### config.mk
export PLATFORM = sky130hd
export DESIGN_NAME = led_slot_sequencer
export DESIGN_NICKNAME = d
export VERILOG_FILES = /design/src/rtl/led_seq_pkg.sv /design/src/rtl/led_tick_prescaler.sv /design/src/rtl/led_slot_sequencer.sv
export SDC_FILE = /design/constraint.sdc
export NUM_CORES = 1
export LEC_CHECK = 0
export CORE_MARGIN = 2
export CORE_UTILIZATION = 45
export DETAILED_ROUTE_END_ITERATION = 16
export PLACE_DENSITY = 0.75
export SLEW_MARGIN = 5
export SYNTH_ARGS = -nofsm -noshare
export SYNTH_HDL_FRONTEND = slang
export SYNTH_HIERARCHICAL = 1
export SYNTH_SLANG_ARGS = --single-unit
### constraint.sdc
create_clock -name clk -period 6.1 [get_ports clk]
set_input_delay 1.83 -clock clk [delete_from_list [all_inputs] [get_ports clk]]
set_output_delay 1.83 -clock clk [all_outputs]
set_load 0.01 [all_outputs]
### src/rtl/led_seq_pkg.sv
// Shared types, constants and the slot-search helper for the LED slot sequencer.
package led_seq_pkg;

  localparam int NUM_SLOTS = 4;

  localparam int R = 0;
  localparam int G = 1;
  localparam int B = 2;

  typedef enum logic {
    IDLE = 1'b0,
    RUN  = 1'b1
  } state_t;

  // Returns {found, index} of the first set bit in nz, scanning start, start+1, ... modulo 4.
  function automatic logic [2:0] next_slot(input logic [1:0] start,
                                           input logic [NUM_SLOTS-1:0] nz);
    logic [2:0] res;
    logic [1:0] idx;
    res = 3'b000;
    for (int i = NUM_SLOTS - 1; i >= 0; i--) begin
      idx = start + 2'(i);
      if (nz[idx]) res = {1'b1, idx};
    end
    return res;
  endfunction

endpackage

### src/rtl/led_tick_prescaler.sv
// Divides the clock down to a one-cycle tick every CLK_DIV cycles; clr restarts the count.
module led_tick_prescaler #(
  parameter int CLK_DIV = 12000
) (
  input  logic clk,
  input  logic rst,
  input  logic clr,
  output logic tick
);

  localparam int CW = $clog2(CLK_DIV);

  logic [CW-1:0] r_count;
  logic          w_last;

  assign w_last = (r_count == CW'(CLK_DIV - 1));
  assign tick   = w_last;

  always_ff @(posedge clk) begin
    if (rst || clr || w_last) r_count <= '0;
    else                      r_count <= r_count + 1'b1;
  end

endmodule

### src/rtl/led_slot_sequencer.sv
// Four-slot LED colour sequencer: steps through nonzero-duration slots and PWMs the latched colour.
module led_slot_sequencer
  import led_seq_pkg::*;
#(
  parameter int CLK_DIV = 12000,
  parameter int DUR_W   = 12
) (
  input  logic             clk,
  input  logic             rst,
  input  logic             enable,
  input  logic [7:0]       brightness,
  input  logic [2:0]       color0,
  input  logic [2:0]       color1,
  input  logic [2:0]       color2,
  input  logic [2:0]       color3,
  input  logic [DUR_W-1:0] duration0,
  input  logic [DUR_W-1:0] duration1,
  input  logic [DUR_W-1:0] duration2,
  input  logic [DUR_W-1:0] duration3,
  output logic             led_r,
  output logic             led_g,
  output logic             led_b,
  output logic             p0,
  output logic             p1,
  output logic             p2,
  output logic             p3,
  output logic             wrap_o
);

  state_t           r_state, w_state_next;
  logic [1:0]       r_k, w_k_next;
  logic [2:0]       r_color, w_color_next;
  logic [DUR_W-1:0] r_rem, w_rem_next;
  logic [3:0]       r_p, w_p_next;
  logic             r_wrap, w_wrap_next;
  logic [7:0]       r_pc;

  logic             w_tick;
  logic             w_clr;
  logic             w_enter;
  logic [1:0]       w_sel;
  logic [3:0]       w_nz;
  logic [2:0]       w_first;
  logic [2:0]       w_next;
  logic [2:0]       w_colors [NUM_SLOTS];
  logic [DUR_W-1:0] w_durs   [NUM_SLOTS];
  logic             w_pwm_on;

  assign w_colors[0] = color0;
  assign w_colors[1] = color1;
  assign w_colors[2] = color2;
  assign w_colors[3] = color3;
  assign w_durs[0]   = duration0;
  assign w_durs[1]   = duration1;
  assign w_durs[2]   = duration2;
  assign w_durs[3]   = duration3;

  assign w_nz    = {duration3 != '0, duration2 != '0, duration1 != '0, duration0 != '0};
  assign w_first = next_slot(2'd0, w_nz);
  assign w_next  = next_slot(r_k + 2'd1, w_nz);

  // The prescaler is held clear while idle so every slot starts with a full tick period.
  assign w_clr = (r_state != RUN) || w_enter;

  led_tick_prescaler #(
    .CLK_DIV(CLK_DIV)
  ) u_prescaler (
    .clk (clk),
    .rst (rst),
    .clr (w_clr),
    .tick(w_tick)
  );

  always_ff @(posedge clk) begin
    if (rst) begin
      r_state <= IDLE;
      r_k     <= 2'd0;
      r_color <= 3'b000;
      r_rem   <= '0;
      r_p     <= 4'b0000;
      r_wrap  <= 1'b0;
      r_pc    <= 8'd0;
    end else begin
      r_state <= w_state_next;
      r_k     <= w_k_next;
      r_color <= w_color_next;
      r_rem   <= w_rem_next;
      r_p     <= w_p_next;
      r_wrap  <= w_wrap_next;
      r_pc    <= r_pc + 8'd1;
    end
  end

  always_comb begin
    w_state_next = r_state;
    w_k_next     = r_k;
    w_color_next = r_color;
    w_rem_next   = r_rem;
    w_p_next     = r_p;
    w_wrap_next  = 1'b0;
    w_enter      = 1'b0;
    w_sel        = r_k;

    case (r_state)
      IDLE: begin
        if (enable && w_first[2]) begin
          w_state_next = RUN;
          w_enter      = 1'b1;
          w_sel        = w_first[1:0];
        end
      end
      RUN: begin
        if (!enable) begin
          w_state_next = IDLE;
        end else if (w_tick) begin
          if (r_rem > DUR_W'(1)) begin
            w_rem_next = r_rem - 1'b1;
          end else if (w_next[2]) begin
            w_enter     = 1'b1;
            w_sel       = w_next[1:0];
            w_wrap_next = (w_next[1:0] <= r_k);
          end else begin
            w_state_next = IDLE;
          end
        end
      end
      default: w_state_next = IDLE;
    endcase

    if (w_enter) begin
      w_k_next     = w_sel;
      w_color_next = w_colors[w_sel];
      w_rem_next   = w_durs[w_sel];
      w_p_next     = 4'b0001 << w_sel;
    end

    if (w_state_next == IDLE) begin
      w_color_next = 3'b000;
      w_rem_next   = '0;
      w_p_next     = 4'b0000;
    end
  end

  assign w_pwm_on = (r_state == RUN) && (r_pc < brightness);

  assign led_r  = w_pwm_on & r_color[R];
  assign led_g  = w_pwm_on & r_color[G];
  assign led_b  = w_pwm_on & r_color[B];

  assign p0     = r_p[0];
  assign p1     = r_p[1];
  assign p2     = r_p[2];
  assign p3     = r_p[3];
  assign wrap_o = r_wrap;

endmodule

==> impl_metrics.prom <==
# TYPE chip_impl_metric gauge
chip_impl_metric{name="starting_density_of_the_core",unit="%"} 47.17
chip_impl_info{name="cpMostUsedCell",value="sky130_fd_sc_hd__a21o_1"} 1
chip_impl_metric{name="cts_sinks",unit=""} 45
chip_impl_metric{name="wl_per_cell",unit="um"} 16.21
chip_impl_metric{name="numCtsBuffers",unit=""} 5
chip_impl_metric{name="via_count",unit=""} 3007
chip_impl_metric{name="antenna_violating_nets_post_route",unit=""} 0
chip_impl_metric{name="global_route_wire_length_before_repair",unit="mm"} 13.72
chip_impl_metric{name="globalplace.congestion",unit=""} 0.8642
chip_impl_metric{name="ys_ff_latch",unit=""} 45
chip_impl_metric{name="design.final.nets",unit=""} 521
chip_impl_metric{name="grt_total_usage",unit="%"} 22.92
chip_impl_metric{name="grt_antenna_before_repair",unit=""} 0
chip_impl_metric{name="synth_seq_area_share",unit="%"} 29.74
chip_impl_metric{name="dp_hpwl",unit="mm"} 6.420
chip_impl_info{name="setup.worst_path.start_class",value="primary input"} 1
chip_impl_metric{name="cts_htree_levels",unit=""} 2
chip_impl_metric{name="fin_tns_setup",unit="ns"} 0
chip_impl_metric{name="leftover_overflow_at_the_end_of_global_routing",unit=""} 0
chip_impl_metric{name="power.density_cell_area",unit="mW/mm2"} 179.1
chip_impl_metric{name="number_of_buffers_on_the_longest_clock_path",unit=""} 2
chip_impl_metric{name="max_stage_delay",unit="ns"} 0.45
chip_impl_metric{name="cts.clk_slew.worst_paths",unit="ns"} 0.10
chip_impl_info{name="rsz0062_at_grt",value="no"} 1
chip_impl_metric{name="clk-insertion-delay-late",unit="ns"} 0.31
chip_impl_metric{name="design.core.area",unit="mm2"} 0.006422
chip_impl_metric{name="synthesis.instances",unit=""} 363
chip_impl_metric{name="pin_count_of_the_biggest_net_entering_global_routing",unit=""} 17
chip_impl_metric{name="top_level_ports",unit=""} 79
chip_impl_metric{name="setup_viol_count_final",unit=""} 0
chip_impl_metric{name="hold_buffers_post_cts",unit=""} 0
chip_impl_metric{name="finalWorstSetupSlack",unit="ns"} 0.3135
chip_impl_info{name="yosys_most_used_dff",value="sky130_fd_sc_hd__dfxtp_1"} 1
chip_impl_metric{name="die_width",unit="um"} 86.05
chip_impl_metric{name="cts_setup_buffers",unit=""} 0
chip_impl_info{name="tritoncts",value="yes"} 1
chip_impl_metric{name="row_count",unit=""} 29
chip_impl_metric{name="drc_errors",unit=""} 0
chip_impl_metric{name="buffers_on_ports",unit=""} 78
chip_impl_metric{name="min_period",unit="ns"} 5.787
chip_impl_metric{name="number_of_enable_flip_flop_cells_after_synthesis",unit=""} 0
chip_impl_metric{name="post-place-ws",unit="ns"} 0.006109
chip_impl_info{name="outcome",value="completed"} 1
chip_impl_info{name="crit_chain",value="clkdlybuf4s50_1, inv_1, ha_1, a21o_1, a21o_1, a21oi_1, nor2b_1, o21ai_0, nand2b_1, a311oi_1, dlygate4sd2_1"} 1
chip_impl_metric{name="drt_first_iter_violations",unit=""} 199
chip_impl_metric{name="worstPathArrival",unit="ns"} 3.96
chip_impl_metric{name="final-max-slew-violation-count",unit=""} 0
chip_impl_metric{name="synth-async-reset-ratio",unit="%"} 0
chip_impl_metric{name="drt_pre_antenna_iters",unit=""} 5
chip_impl_metric{name="flow.area_growth_from_synthesis",unit="%"} 30.77
chip_impl_info{name="worst_path_dominant_cell_family",value="compound AO/OA/AOI/OAI gates"} 1
chip_impl_metric{name="n_antenna_cell",unit=""} 0
chip_impl_metric{name="skew",unit="ns"} 0.01738
chip_impl_metric{name="yosys_warnings",unit=""} 6
chip_impl_metric{name="fin_crit_sh",unit="%"} 94.86
chip_impl_metric{name="routed_vias_inst",unit=""} 5.839
chip_impl_metric{name="synth_fp_nets",unit=""} 447
chip_impl_metric{name="avgSynthCellArea",unit="um2"} 8.345
chip_impl_metric{name="fp.dieArea",unit="mm2"} 0.007404
chip_impl_metric{name="ir_drop",unit="mV"} 0.1206
chip_impl_metric{name="vias_in_the_first_global_route",unit=""} 2904
chip_impl_metric{name="timing.final.hold_violations",unit=""} 0
chip_impl_info{name="critical_path_class",value="primary input to output pin"} 1
chip_impl_metric{name="max_clock_freq",unit="GHz"} 0.1728
chip_impl_metric{name="die-height",unit="um"} 86.05
chip_impl_metric{name="reported_leakage_power",unit="nW"} 1.597
chip_impl_metric{name="worst_slew_pin_slew",unit="ns"} 0.8538
chip_impl_metric{name="drt_wl_total",unit="mm"} 8.348
chip_impl_metric{name="drive_gt1_share",unit="%"} 6.164
chip_impl_info{name="timing.hold.worst.class",value="register to register"} 1
chip_impl_info{name="cts.root.buffer_cell",value="sky130_fd_sc_hd__clkbuf_8"} 1
chip_impl_metric{name="max_slew_margin",unit="%"} 42.87
chip_impl_info{name="critical_path.slowest_cell",value="sky130_fd_sc_hd__clkdlybuf4s50_1"} 1
chip_impl_metric{name="cp_data_required_time",unit="ns"} 4.27
chip_impl_metric{name="mappedNetlistArea",unit="mm2"} 0.003029
chip_impl_metric{name="critPathBufInv",unit=""} 3
chip_impl_info{name="setup.worst_path.end_class",value="output pin"} 1
chip_impl_metric{name="worst-path-max-fanout",unit=""} 3
chip_impl_metric{name="maxCapViolations",unit=""} 0
chip_impl_metric{name="synth.lib_cells_used.distinct",unit=""} 58
[cells in the final DEF, fill, tap and decap left out, drive strengths merged, types with 5 or more instances in the layout]
cell type      netlist  layout
inv                 20      22
nor4                 9       9
nor2                38      38
and4                 5       5
mux2i               23      23
or3                 10      10
ha                  13      13
nor3                 8       8
a221oi               7       7
nand3               13      13
xor2                14      14
buf                  7       5
nand4                6       6
clkbuf               9       5
a211oi               7       7
or4                  7       7
o21ai               23      23
dfxtp               45      45
clkdlybuf4s50        0      75
a21oi               21      21
nand2               13      13
[final cells by class]
class	instances	area, um2
inverter	20	75.07
clock buffer	5	68.82
clock inverter	3	47.55
multi-input combinational	282	1954
sequential	45	900.9
tap	77	96.34
fill	570	2461
timing repair buffer	83	818.3
[logic make-up (layout without fill, tap and decap cells)]
logic type | after synthesis | count (layout) | synth area share [%]
xor+xnor | 18 | 18 | 5.204
buf+inv | 36 | 111 | 5.741
mux | 25 | 25 | 8.467
fa+ha+maj | 13 | 13 | 5.370
compound gates | 96 | 96 | 22.02
flops | 45 | 45 | 29.74
simple gates | 130 | 130 | 23.46
[report_power, final]
group	switching [mW]	internal [mW]
logic	0.0777	0.0880
registers	0.00873	0.303
clock network	0.107	0.125
[per-stage QoR]
step	cells	total power [mW]	hold slack [ns]	util, %	cell area (um2)
after CTS	515	0.7132	0.4743	61.64	3959
final	515	0.7093	0.4707	61.68	3961
after global routing	515	0.7440	0.5118	61.68	3961
after floorplan	363	0.4065	0.4206	-	3029
after detailed placement	507	0.4814	0.4515	59.87	3845
after global placement	507	0.4785	0.4402	59.87	3845
[sequential cells by signal (all words and copies together), names as in the netlist]
| name | flops |
|---|---|
| u_prescaler/r_count | 14 |
| r_rem | 12 |
| r_pc | 8 |
| r_p | 4 |
| r_color | 3 |
| r_k | 2 |
| r_state | 1 |
| wrap_o | 1 |
[worst paths after layout]
check | from | endpoint | slack, ns | cells after the start
worst max-delay path | brightness[1] | led_b | 0.31 | 11
worst min-delay path | r_pc[0] | r_pc[0] | 0.47 | 1
worst max register to register | u_prescaler/r_count[0] | r_rem[10] | 2.40 | 10
worst min register to register | r_pc[0] | r_pc[0] | 0.47 | 1
[Yosys cell counts, types with 2 or more instances]
library cell,number,share of area [%]
sky130_fd_sc_hd__and3_1,4,0.83
sky130_fd_sc_hd__o21ai_0,21,3.5
sky130_fd_sc_hd__and2_1,2,0.41
sky130_fd_sc_hd__nor3_1,8,1.3
sky130_fd_sc_hd__buf_6,4,1.5
sky130_fd_sc_hd__o221ai_1,3,0.87
sky130_fd_sc_hd__or3_1,9,1.9
sky130_fd_sc_hd__and4_1,4,1.2
sky130_fd_sc_hd__o211ai_1,3,0.74
sky130_fd_sc_hd__a221oi_1,7,2.0
sky130_fd_sc_hd__nand3_1,13,2.1
sky130_fd_sc_hd__a211oi_1,6,1.5
sky130_fd_sc_hd__or4_4,2,0.74
sky130_fd_sc_hd__or4_1,5,1.2
sky130_fd_sc_hd__buf_4,2,0.50
sky130_fd_sc_hd__a2111oi_0,2,0.58
sky130_fd_sc_hd__xor2_1,14,4.0
sky130_fd_sc_hd__o21ai_1,2,0.33
sky130_fd_sc_hd__clkbuf_1,9,1.1
sky130_fd_sc_hd__nand4_1,6,1.2
sky130_fd_sc_hd__mux2i_1,23,7.6
sky130_fd_sc_hd__nor2_1,38,4.7
sky130_fd_sc_hd__a21oi_1,21,3.5
sky130_fd_sc_hd__a22oi_1,2,0.50
sky130_fd_sc_hd__dfxtp_1,45,30
sky130_fd_sc_hd__nor4_1,8,1.7
sky130_fd_sc_hd__o211a_1,3,0.99
sky130_fd_sc_hd__a211o_1,2,0.58
sky130_fd_sc_hd__a31oi_1,3,0.62
sky130_fd_sc_hd__nor3b_1,3,0.74
sky130_fd_sc_hd__or2_2,2,0.41
sky130_fd_sc_hd__a21boi_1,2,0.50
sky130_fd_sc_hd__inv_1,20,2.5
sky130_fd_sc_hd__nand2_1,13,1.6
sky130_fd_sc_hd__ha_1,13,5.4
sky130_fd_sc_hd__nor2b_1,4,0.83
sky130_fd_sc_hd__o21a_1,3,0.74
sky130_fd_sc_hd__a21o_1,4,0.99
sky130_fd_sc_hd__xnor2_1,4,1.2
sky130_fd_sc_hd__a311oi_1,3,0.87
sky130_fd_sc_hd__nand2b_1,4,0.83
[repair_timing]
item                                    CTS  global route
pin swaps                                 0             0
cloned                                    0             0
gates resized for setup                   2             1
endpoints found under the setup margin    2             1
[routing by layer]
metal	vias to the layer above	track usage [%]	wire, um
li1	1495	-	-
met1	1396	30.33	3790
met2	100	37.28	3897
met3	16	4.235	489
met4	0	8.225	170
met5	-	0	0
Note: power is estimated with default switching activity, not from simulation.
